### src/rtl/bpred_update_ctrl_if.sv
// Branch-predictor update bus: resolved-branch requesters on one side,
// the predictor table write port and predictor status on the other.
interface bpred_update_ctrl_if #(
    parameter int NUM_REQ = 2,
    parameter int PC_W    = 32,
    parameter int IDX_W   = 6
);
    logic                    flush_i;
    logic [NUM_REQ-1:0]      upd_valid_i;
    logic [NUM_REQ-1:0]      upd_ready_o;
    logic [NUM_REQ*PC_W-1:0] upd_pc_i;
    logic [NUM_REQ*PC_W-1:0] upd_target_i;
    logic [NUM_REQ-1:0]      upd_taken_i;
    logic                    tbl_we_o;
    logic                    tbl_ready_i;
    logic                    tbl_clear_o;
    logic [IDX_W-1:0]        tbl_idx_o;
    logic [PC_W-1:0]         tbl_pc_o;
    logic [PC_W-1:0]         tbl_target_o;
    logic                    tbl_taken_o;
    logic                    pred_en_o;
    logic                    busy_o;

    // Requesters, table and fetch drive this side.
    modport master (
        output flush_i, upd_valid_i, upd_pc_i, upd_target_i, upd_taken_i, tbl_ready_i,
        input  upd_ready_o, tbl_we_o, tbl_clear_o, tbl_idx_o, tbl_pc_o,
               tbl_target_o, tbl_taken_o, pred_en_o, busy_o
    );

    // The update controller sits on this side.
    modport slave (
        input  flush_i, upd_valid_i, upd_pc_i, upd_target_i, upd_taken_i, tbl_ready_i,
        output upd_ready_o, tbl_we_o, tbl_clear_o, tbl_idx_o, tbl_pc_o,
               tbl_target_o, tbl_taken_o, pred_en_o, busy_o
    );
endinterface

### src/rtl/bpred_update_ctrl.sv
// Branch-predictor table update controller.
// CLEAR walks every table entry and invalidates it; RUN round-robin
// arbitrates resolved-branch updates into a small FIFO and drains the FIFO
// into the single table write port. A flush restarts the clear walk.
module bpred_update_ctrl #(
    parameter int NUM_REQ    = 2,
    parameter int ENTRIES    = 64,
    parameter int FIFO_DEPTH = 4,
    parameter int PC_W       = 32
) (
    input logic                clk,
    input logic                rst,
    bpred_update_ctrl_if.slave bus
);
    localparam int IDX_W = $clog2(ENTRIES);
    localparam int PTR_W = $clog2(FIFO_DEPTH);
    localparam int CNT_W = PTR_W + 1;
    localparam int RR_W  = (NUM_REQ > 1) ? $clog2(NUM_REQ) : 1;

    typedef enum logic {CLEAR, RUN} state_e;

    state_e           state_q, state_d;
    logic [IDX_W-1:0] clr_cnt_q, clr_cnt_d;
    logic [RR_W-1:0]  rr_q, rr_d;
    logic [PTR_W-1:0] wr_ptr_q, rd_ptr_q;
    logic [CNT_W-1:0] count_q;

    // Payload storage carries no reset; only the pointers/count qualify it.
    logic [PC_W-1:0]       fifo_pc     [FIFO_DEPTH];
    logic [PC_W-1:0]       fifo_target [FIFO_DEPTH];
    logic [FIFO_DEPTH-1:0] fifo_taken;

    logic               fifo_empty, fifo_full;
    logic               push, pop;
    logic [NUM_REQ-1:0] grant;
    logic [RR_W-1:0]    gnt_idx;
    logic [PC_W-1:0]    head_pc, head_target;
    logic               head_taken;

    logic               tbl_we, tbl_clear, tbl_taken, pred_en, busy;
    logic [IDX_W-1:0]   tbl_idx;
    logic [PC_W-1:0]    tbl_pc, tbl_target;

    assign fifo_empty  = (count_q == '0);
    assign fifo_full   = (count_q == CNT_W'(FIFO_DEPTH));
    assign head_pc     = fifo_pc[rd_ptr_q];
    assign head_target = fifo_target[rd_ptr_q];
    assign head_taken  = fifo_taken[rd_ptr_q];

    // Round-robin grant: first valid requester at or above the pointer, wrapping.
    // Full FIFO blocks every grant even if the head pops this cycle.
    always_comb begin
        logic [RR_W:0] cand;
        logic          found;
        grant   = '0;
        gnt_idx = rr_q;
        found   = 1'b0;
        cand    = '0;
        if (!rst && state_q == RUN && !bus.flush_i && !fifo_full) begin
            for (int k = 0; k < NUM_REQ; k++) begin
                cand = {1'b0, rr_q} + (RR_W+1)'(k);
                if (cand >= (RR_W+1)'(NUM_REQ)) cand = cand - (RR_W+1)'(NUM_REQ);
                if (!found && bus.upd_valid_i[cand[RR_W-1:0]]) begin
                    found   = 1'b1;
                    gnt_idx = cand[RR_W-1:0];
                end
            end
            if (found) grant[gnt_idx] = 1'b1;
        end
    end

    assign push = |grant;
    assign pop  = !rst && (state_q == RUN) && !fifo_empty && bus.tbl_ready_i;

    // Pointer advances past the granted requester; holds when nothing is granted.
    always_comb begin
        rr_d = rr_q;
        if (push) rr_d = (gnt_idx == RR_W'(NUM_REQ - 1)) ? '0 : gnt_idx + 1'b1;
    end

    // Next-state and table-port outputs; everything reads 0 while rst is high.
    always_comb begin
        state_d    = state_q;
        clr_cnt_d  = clr_cnt_q;
        tbl_we     = 1'b0;
        tbl_clear  = 1'b0;
        tbl_idx    = '0;
        tbl_pc     = '0;
        tbl_target = '0;
        tbl_taken  = 1'b0;
        pred_en    = 1'b0;
        busy       = 1'b0;
        if (!rst) begin
            case (state_q)
                CLEAR: begin
                    tbl_we    = 1'b1;
                    tbl_clear = 1'b1;
                    tbl_idx   = clr_cnt_q;
                    busy      = 1'b1;
                    if (bus.tbl_ready_i) begin
                        clr_cnt_d = clr_cnt_q + 1'b1;
                        if (clr_cnt_q == IDX_W'(ENTRIES - 1)) state_d = RUN;
                    end
                end
                RUN: begin
                    pred_en = 1'b1;
                    busy    = !fifo_empty;
                    tbl_we  = !fifo_empty;
                    if (!fifo_empty) begin
                        tbl_idx    = head_pc[IDX_W+1:2];
                        tbl_pc     = head_pc;
                        tbl_target = head_target;
                        tbl_taken  = head_taken;
                    end
                end
                default: state_d = CLEAR;
            endcase
            if (bus.flush_i) begin
                state_d   = CLEAR;
                clr_cnt_d = '0;
            end
        end
    end

    // Control state register: FSM state, clear-walk index, arbiter pointer.
    always_ff @(posedge clk) begin
        if (rst) begin
            state_q   <= CLEAR;
            clr_cnt_q <= '0;
            rr_q      <= '0;
        end else begin
            state_q   <= state_d;
            clr_cnt_q <= clr_cnt_d;
            rr_q      <= rr_d;
        end
    end

    // FIFO pointers and occupancy; a flush discards every pending update.
    always_ff @(posedge clk) begin
        if (rst || bus.flush_i) begin
            wr_ptr_q <= '0;
            rd_ptr_q <= '0;
            count_q  <= '0;
        end else begin
            if (push) wr_ptr_q <= wr_ptr_q + 1'b1;
            if (pop)  rd_ptr_q <= rd_ptr_q + 1'b1;
            case ({push, pop})
                2'b10:   count_q <= count_q + 1'b1;
                2'b01:   count_q <= count_q - 1'b1;
                default: count_q <= count_q;
            endcase
        end
    end

    // FIFO payload write for the granted requester.
    always_ff @(posedge clk) begin
        if (push) begin
            fifo_pc[wr_ptr_q]     <= bus.upd_pc_i[int'(gnt_idx)*PC_W +: PC_W];
            fifo_target[wr_ptr_q] <= bus.upd_target_i[int'(gnt_idx)*PC_W +: PC_W];
            fifo_taken[wr_ptr_q]  <= bus.upd_taken_i[gnt_idx];
        end
    end

    assign bus.upd_ready_o  = grant;
    assign bus.tbl_we_o     = tbl_we;
    assign bus.tbl_clear_o  = tbl_clear;
    assign bus.tbl_idx_o    = tbl_idx;
    assign bus.tbl_pc_o     = tbl_pc;
    assign bus.tbl_target_o = tbl_target;
    assign bus.tbl_taken_o  = tbl_taken;
    assign bus.pred_en_o    = pred_en;
    assign bus.busy_o       = busy;
endmodule

### src/flat_wrapper.sv
// flat-port wrapper written by rule: the top's interface ports become plain ports
module bpred_update_ctrl_flat 
#(
    parameter int NUM_REQ    = 2,
    parameter int ENTRIES    = 64,
    parameter int FIFO_DEPTH = 4,
    parameter int PC_W       = 32
)
  (clk, rst, bus_flush_i, bus_upd_valid_i, bus_upd_pc_i, bus_upd_target_i, bus_upd_taken_i, bus_tbl_ready_i, bus_upd_ready_o, bus_tbl_we_o, bus_tbl_clear_o, bus_tbl_idx_o, bus_tbl_pc_o, bus_tbl_target_o, bus_tbl_taken_o, bus_pred_en_o, bus_busy_o);
  bpred_update_ctrl_if #(.NUM_REQ(NUM_REQ), .PC_W(PC_W)) bus_i ();
  input logic clk;
  input logic rst;
  input wire logic [$bits(bus_i.flush_i)-1:0] bus_flush_i;
  input wire logic [$bits(bus_i.upd_valid_i)-1:0] bus_upd_valid_i;
  input wire logic [$bits(bus_i.upd_pc_i)-1:0] bus_upd_pc_i;
  input wire logic [$bits(bus_i.upd_target_i)-1:0] bus_upd_target_i;
  input wire logic [$bits(bus_i.upd_taken_i)-1:0] bus_upd_taken_i;
  input wire logic [$bits(bus_i.tbl_ready_i)-1:0] bus_tbl_ready_i;
  output wire logic [$bits(bus_i.upd_ready_o)-1:0] bus_upd_ready_o;
  output wire logic [$bits(bus_i.tbl_we_o)-1:0] bus_tbl_we_o;
  output wire logic [$bits(bus_i.tbl_clear_o)-1:0] bus_tbl_clear_o;
  output wire logic [$bits(bus_i.tbl_idx_o)-1:0] bus_tbl_idx_o;
  output wire logic [$bits(bus_i.tbl_pc_o)-1:0] bus_tbl_pc_o;
  output wire logic [$bits(bus_i.tbl_target_o)-1:0] bus_tbl_target_o;
  output wire logic [$bits(bus_i.tbl_taken_o)-1:0] bus_tbl_taken_o;
  output wire logic [$bits(bus_i.pred_en_o)-1:0] bus_pred_en_o;
  output wire logic [$bits(bus_i.busy_o)-1:0] bus_busy_o;
  assign bus_i.flush_i = bus_flush_i;
  assign bus_i.upd_valid_i = bus_upd_valid_i;
  assign bus_i.upd_pc_i = bus_upd_pc_i;
  assign bus_i.upd_target_i = bus_upd_target_i;
  assign bus_i.upd_taken_i = bus_upd_taken_i;
  assign bus_i.tbl_ready_i = bus_tbl_ready_i;
  assign bus_upd_ready_o = bus_i.upd_ready_o;
  assign bus_tbl_we_o = bus_i.tbl_we_o;
  assign bus_tbl_clear_o = bus_i.tbl_clear_o;
  assign bus_tbl_idx_o = bus_i.tbl_idx_o;
  assign bus_tbl_pc_o = bus_i.tbl_pc_o;
  assign bus_tbl_target_o = bus_i.tbl_target_o;
  assign bus_tbl_taken_o = bus_i.tbl_taken_o;
  assign bus_pred_en_o = bus_i.pred_en_o;
  assign bus_busy_o = bus_i.busy_o;
  bpred_update_ctrl #(.NUM_REQ(NUM_REQ), .ENTRIES(ENTRIES), .FIFO_DEPTH(FIFO_DEPTH), .PC_W(PC_W)) u_core (.clk(clk), .rst(rst), .bus(bus_i));
endmodule
### config.mk
export PLATFORM = sky130hd
export DESIGN_NAME = bpred_update_ctrl_flat
export DESIGN_NICKNAME = d
export VERILOG_FILES = /design/src/rtl/bpred_update_ctrl_if.sv /design/src/rtl/bpred_update_ctrl.sv /design/src/flat_wrapper.sv
export SDC_FILE = /design/constraint.sdc
export NUM_CORES = 1
export LEC_CHECK = 0
export CORE_UTILIZATION = 57
export CTS_CLUSTER_SIZE = 16
export DETAILED_ROUTE_END_ITERATION = 8
export HOLD_SLACK_MARGIN = 0.12
export MAX_ROUTING_LAYER = met4
export PLACE_DENSITY = 0.9
export SETUP_SLACK_MARGIN = 0.15
export SYNTH_ARGS = -nofsm -noshare
export SYNTH_HDL_FRONTEND = slang
export SYNTH_SLANG_ARGS = --single-unit
### constraint.sdc
create_clock -name clk -period 8.7 [get_ports clk]
set_clock_uncertainty 0.2 [all_clocks]
set_input_delay 1.74 -clock clk [delete_from_list [all_inputs] [get_ports clk]]
set_output_delay 1.74 -clock clk [all_outputs]
set_load 0.05 [all_outputs]
==> impl_metrics.csv <==
group,metric,value,unit
worst_setup_path,crit_family,"buffers and inverters",
synthesis,ys_ff_latch,277,
pwr,powerDensity,180,nW/um2
place,portBuffers,212,
worst_setup_path,cp-end-kind,"primary output",
floorplan,die_h,146,um
synthesis,yosys_most_used_dff,"edfxtp_1",
floorplan,core-area,20200,um2
global_route,grt_usage,24.1,%
pwr,netSwitchingPower,0.000529,W
worst_setup_path,crit_slowest_cell,"clkdlybuf4s50_1",
job,max-cap-violations,0,
layout,layout.nets,945,
floorplan,rows,52,
status,status,"finished with violations",
global_route,globalRoute.totalOverflow,0,
layout,nFillCells,1159,
pwr,p_comb_share,4.0,%
sta,drv_slew,0,
min_path,hp-start,"u_core.count_q[2]$_SDFFE_PP0P_",
clock_network,htreeDepth,1,
layout,seqCellArea,8160,um2
floorplan,dieArea,21200,um2
pwr,ir_drop,216,uV
clock_network,clk_pin_slew_worst_paths,0.06,ns
drt,drc,1,
sta,grt_setup_unrepaired,"no",
clock_network,cts_root_buf,"clkbuf_16",
global_route,grt_max_degree,69,
synthesis,synth-compound-area-share,0.989,%
synthesis,synth.avg_cell_area,19.7,um2
pwr,power_frac_seq,54.0,%
status,violations,"DRC",
pwr,clkPwrFrac,41.9,%
layout,final_common_cell,"edfxtp_1",
drt,drtIter0Drc,463,
drt,ant_nets,0,
worst_setup_path,crit_chain,"clkdlybuf4s50_1 > nor2b_4 > buf_12 > and3_1 > a21o_1 > clkdlybuf4s50_1",
min_path,holdPathStages,2,
pwr,swShare,19.7,%
worst_setup_path,crit_top_cell,"clkdlybuf4s50_1",
clock_network,tritoncts,"done",
worst_setup_path,crit_path_start_kind,"input pin",
sta,period_minus_slack,6.20,ns
min_path,worst_hold_path_type,"register to register",
layout,drive_gt1_share,23.0,%
place,hpwl,14.3,mm
worst_setup_path,arrival,4.26,ns
synthesis,synthAdderAreaFrac,0.808,%
worst_setup_path,timing.rr.start,"u_core.count_q[0]$_SDFFE_PP0P_",
place,gp_congestion,0.814,
global_route,antenna_found_initial,0,
clock_network,postCtsSetupRepairBufs,0,
clock_network,cts_resized,0,
synthesis,synth_top_family_by_area,"multiplexers",
layout,layout_common_cells,"edfxtp_1, clkdlybuf4s50_1, and3_1",
synthesis,syn_nets,739,
min_path,min_to,"u_core.count_q[2]$_SDFFE_PP0P_",
floorplan,die_w,146,um
global_route,grt_pass1_wl,38.0,mm
drt,drt_first_pass_iters,7,
pwr,internal_power,0.00216,W
sta,hold_viol,0,
pwr,power_leakage,5.04,nW
drt,routed_wl,24.4,mm
synthesis,synth_mux_area_share,20.4,%
worst_setup_path,cp.buffers_inverters,3,
synthesis,synthXorXnorAreaFrac,0.745,%
clock_network,cts_hold_buffers,0,
floorplan,ios,213,
clock_network,cts_buffer_depth,3,
synthesis,synth_edf_count,260,
synthesis,ys_seq_area_share,69.3,%
clock_network,cts-buffers-inserted,27,
synthesis,yosysUniqueCellTypes,39,
clock_network,cts_num_sinks,277,
synthesis,synth_area,11800,um2
global_route,grt_pass1_vias,6948,
worst_setup_path,critical_path_class,"input pin to primary output",
sta,max_freq,161,MHz
synthesis,ys_warn_count,0,
sta,setup_viol,0,
sta,period_share,71.2,%
worst_setup_path,path_max_fanout,43,
synthesis,async_reset_ff_share,0,%
drt,vias,6475,
synthesis,yosys.area_share.simple,5.39,%
drt,wl_per_cell,22.4,um
worst_setup_path,r2r_cells,8,
drt,drt-vias-per-instance,5.92,
worst_setup_path,critPathRequiredTime,6.76,ns
worst_setup_path,regToRegEndpoint,"u_core.count_q[2]$_SDFFE_PP0P_",
sta,timing.hold.ws,0.374,ns
worst_setup_path,slowest_delay,0.80,ns
layout,syn2layout_area_growth,26.8,%
sta,maxSlewHeadroom,22.6,%
synthesis,syn_inst,596,
sta,setup_tns,0,ns
floorplan,initial_core_util,58.1,%
layout,multi_input_area,3370,um2
clock_network,clock_latency,0.53,ns
sta,worst_pin_slew,1.16,ns
layout,diodes,0,
worst_setup_path,reg2reg_slack,5.34,ns
==> registers in the layout (all words and copies together), names as in the netlist, named ones only <==
name / count
u_core.fifo_pc: 128
u_core.fifo_target: 128
u_core.clr_cnt_q: 6
u_core.fifo_taken: 4
u_core.count_q: 3
u_core.rd_ptr_q: 2
u_core.wr_ptr_q: 2
u_core.rr_q: 1
u_core.state_q: 1
==> power groups by stage <==
stage	sequential (W)	combinational, W	clock, W
floorplan	0.00148	0.0000345	0
global placement	0.00148	0.000101	0
detailed placement	0.00148	0.000108	0
CTS	0.00145	0.000109	0.00114
global route	0.00145	0.000114	0.00119
finish	0.00145	0.000108	0.00113
==> per-layer routing <==
layer / vias to the layer above / part of all wire, % / global-route usage, %
met2: 290 / 54 / 41.7
met3: 41 / 5.7 / 3.45
met5: - / 0 / -
met4: 0 / 2.1 / 8.11
met1: 3327 / 38 / 29.3
li1: 2817 / - / -
==> per-stage QoR <==
stage               util [%]  setup WS (ns)  area [um2]  total power (W)  instances
finish                  73.7           2.50       14900          0.00269       1093
detailed placement      69.3           2.12       14000          0.00159       1042
floorplan                  -           3.22       11800          0.00152        596
global placement        69.3           2.22       14000          0.00158       1042
CTS                     73.6           2.10       14900          0.00270       1092
global route            73.7           2.42       14900          0.00276       1093
==> worst min-delay path, stage by stage, from the launching register on <==
cell and delay [ns]:
dfxtp_1 0.35, o21ai_0 0.09, a21oi_1 0.07
==> worst max path at each step <==
stage          start                 end  slack, ns  depth (start not counted)
2_1_floorplan    rst  bus_upd_ready_o[1]       3.22                          3
3_3_place_gp     rst    bus_tbl_idx_o[1]       2.22                          5
3_5_place_dp     rst    bus_tbl_idx_o[0]       2.12                          5
4_1_cts          rst    bus_tbl_idx_o[0]       2.10                          5
5_1_grt          rst    bus_tbl_idx_o[4]       2.42                          6
6_report         rst    bus_tbl_idx_o[4]       2.50                          6
==> cells in the mapped netlist, drive strengths merged (6+ instances only) <==
library cell / instances / area [um2]
mux2: 65 / 920
inv: 7 / 26.3
xor2: 7 / 61.3
mux4: 65 / 1460
edfxtp: 260 / 7810
dfxtp: 17 / 340
clkbuf: 22 / 82.6
buf: 17 / 170
a21o: 6 / 45.0
and3: 67 / 419
nor2: 18 / 67.6
ha: 6 / 75.1
==> final cells by class <==
class                   instances  share of cell area, %
flip-flops and latches        277                   54.7
clock buffers                  30                   4.60
multi-input cells             273                   22.6
repair buffers                216                   14.5
clock inverters                20                   1.20
inverters                       7                  0.176
well taps                     270                   2.26
==> cell families after synthesis <==
logic type / count (synthesis)
simple gates: 108
compound gates: 16
xor+xnor: 10
buf+inv: 46
fa+ha+maj: 7
flops: 277
mux: 132
No activity file was read; power rests on OpenSTA's default activity.
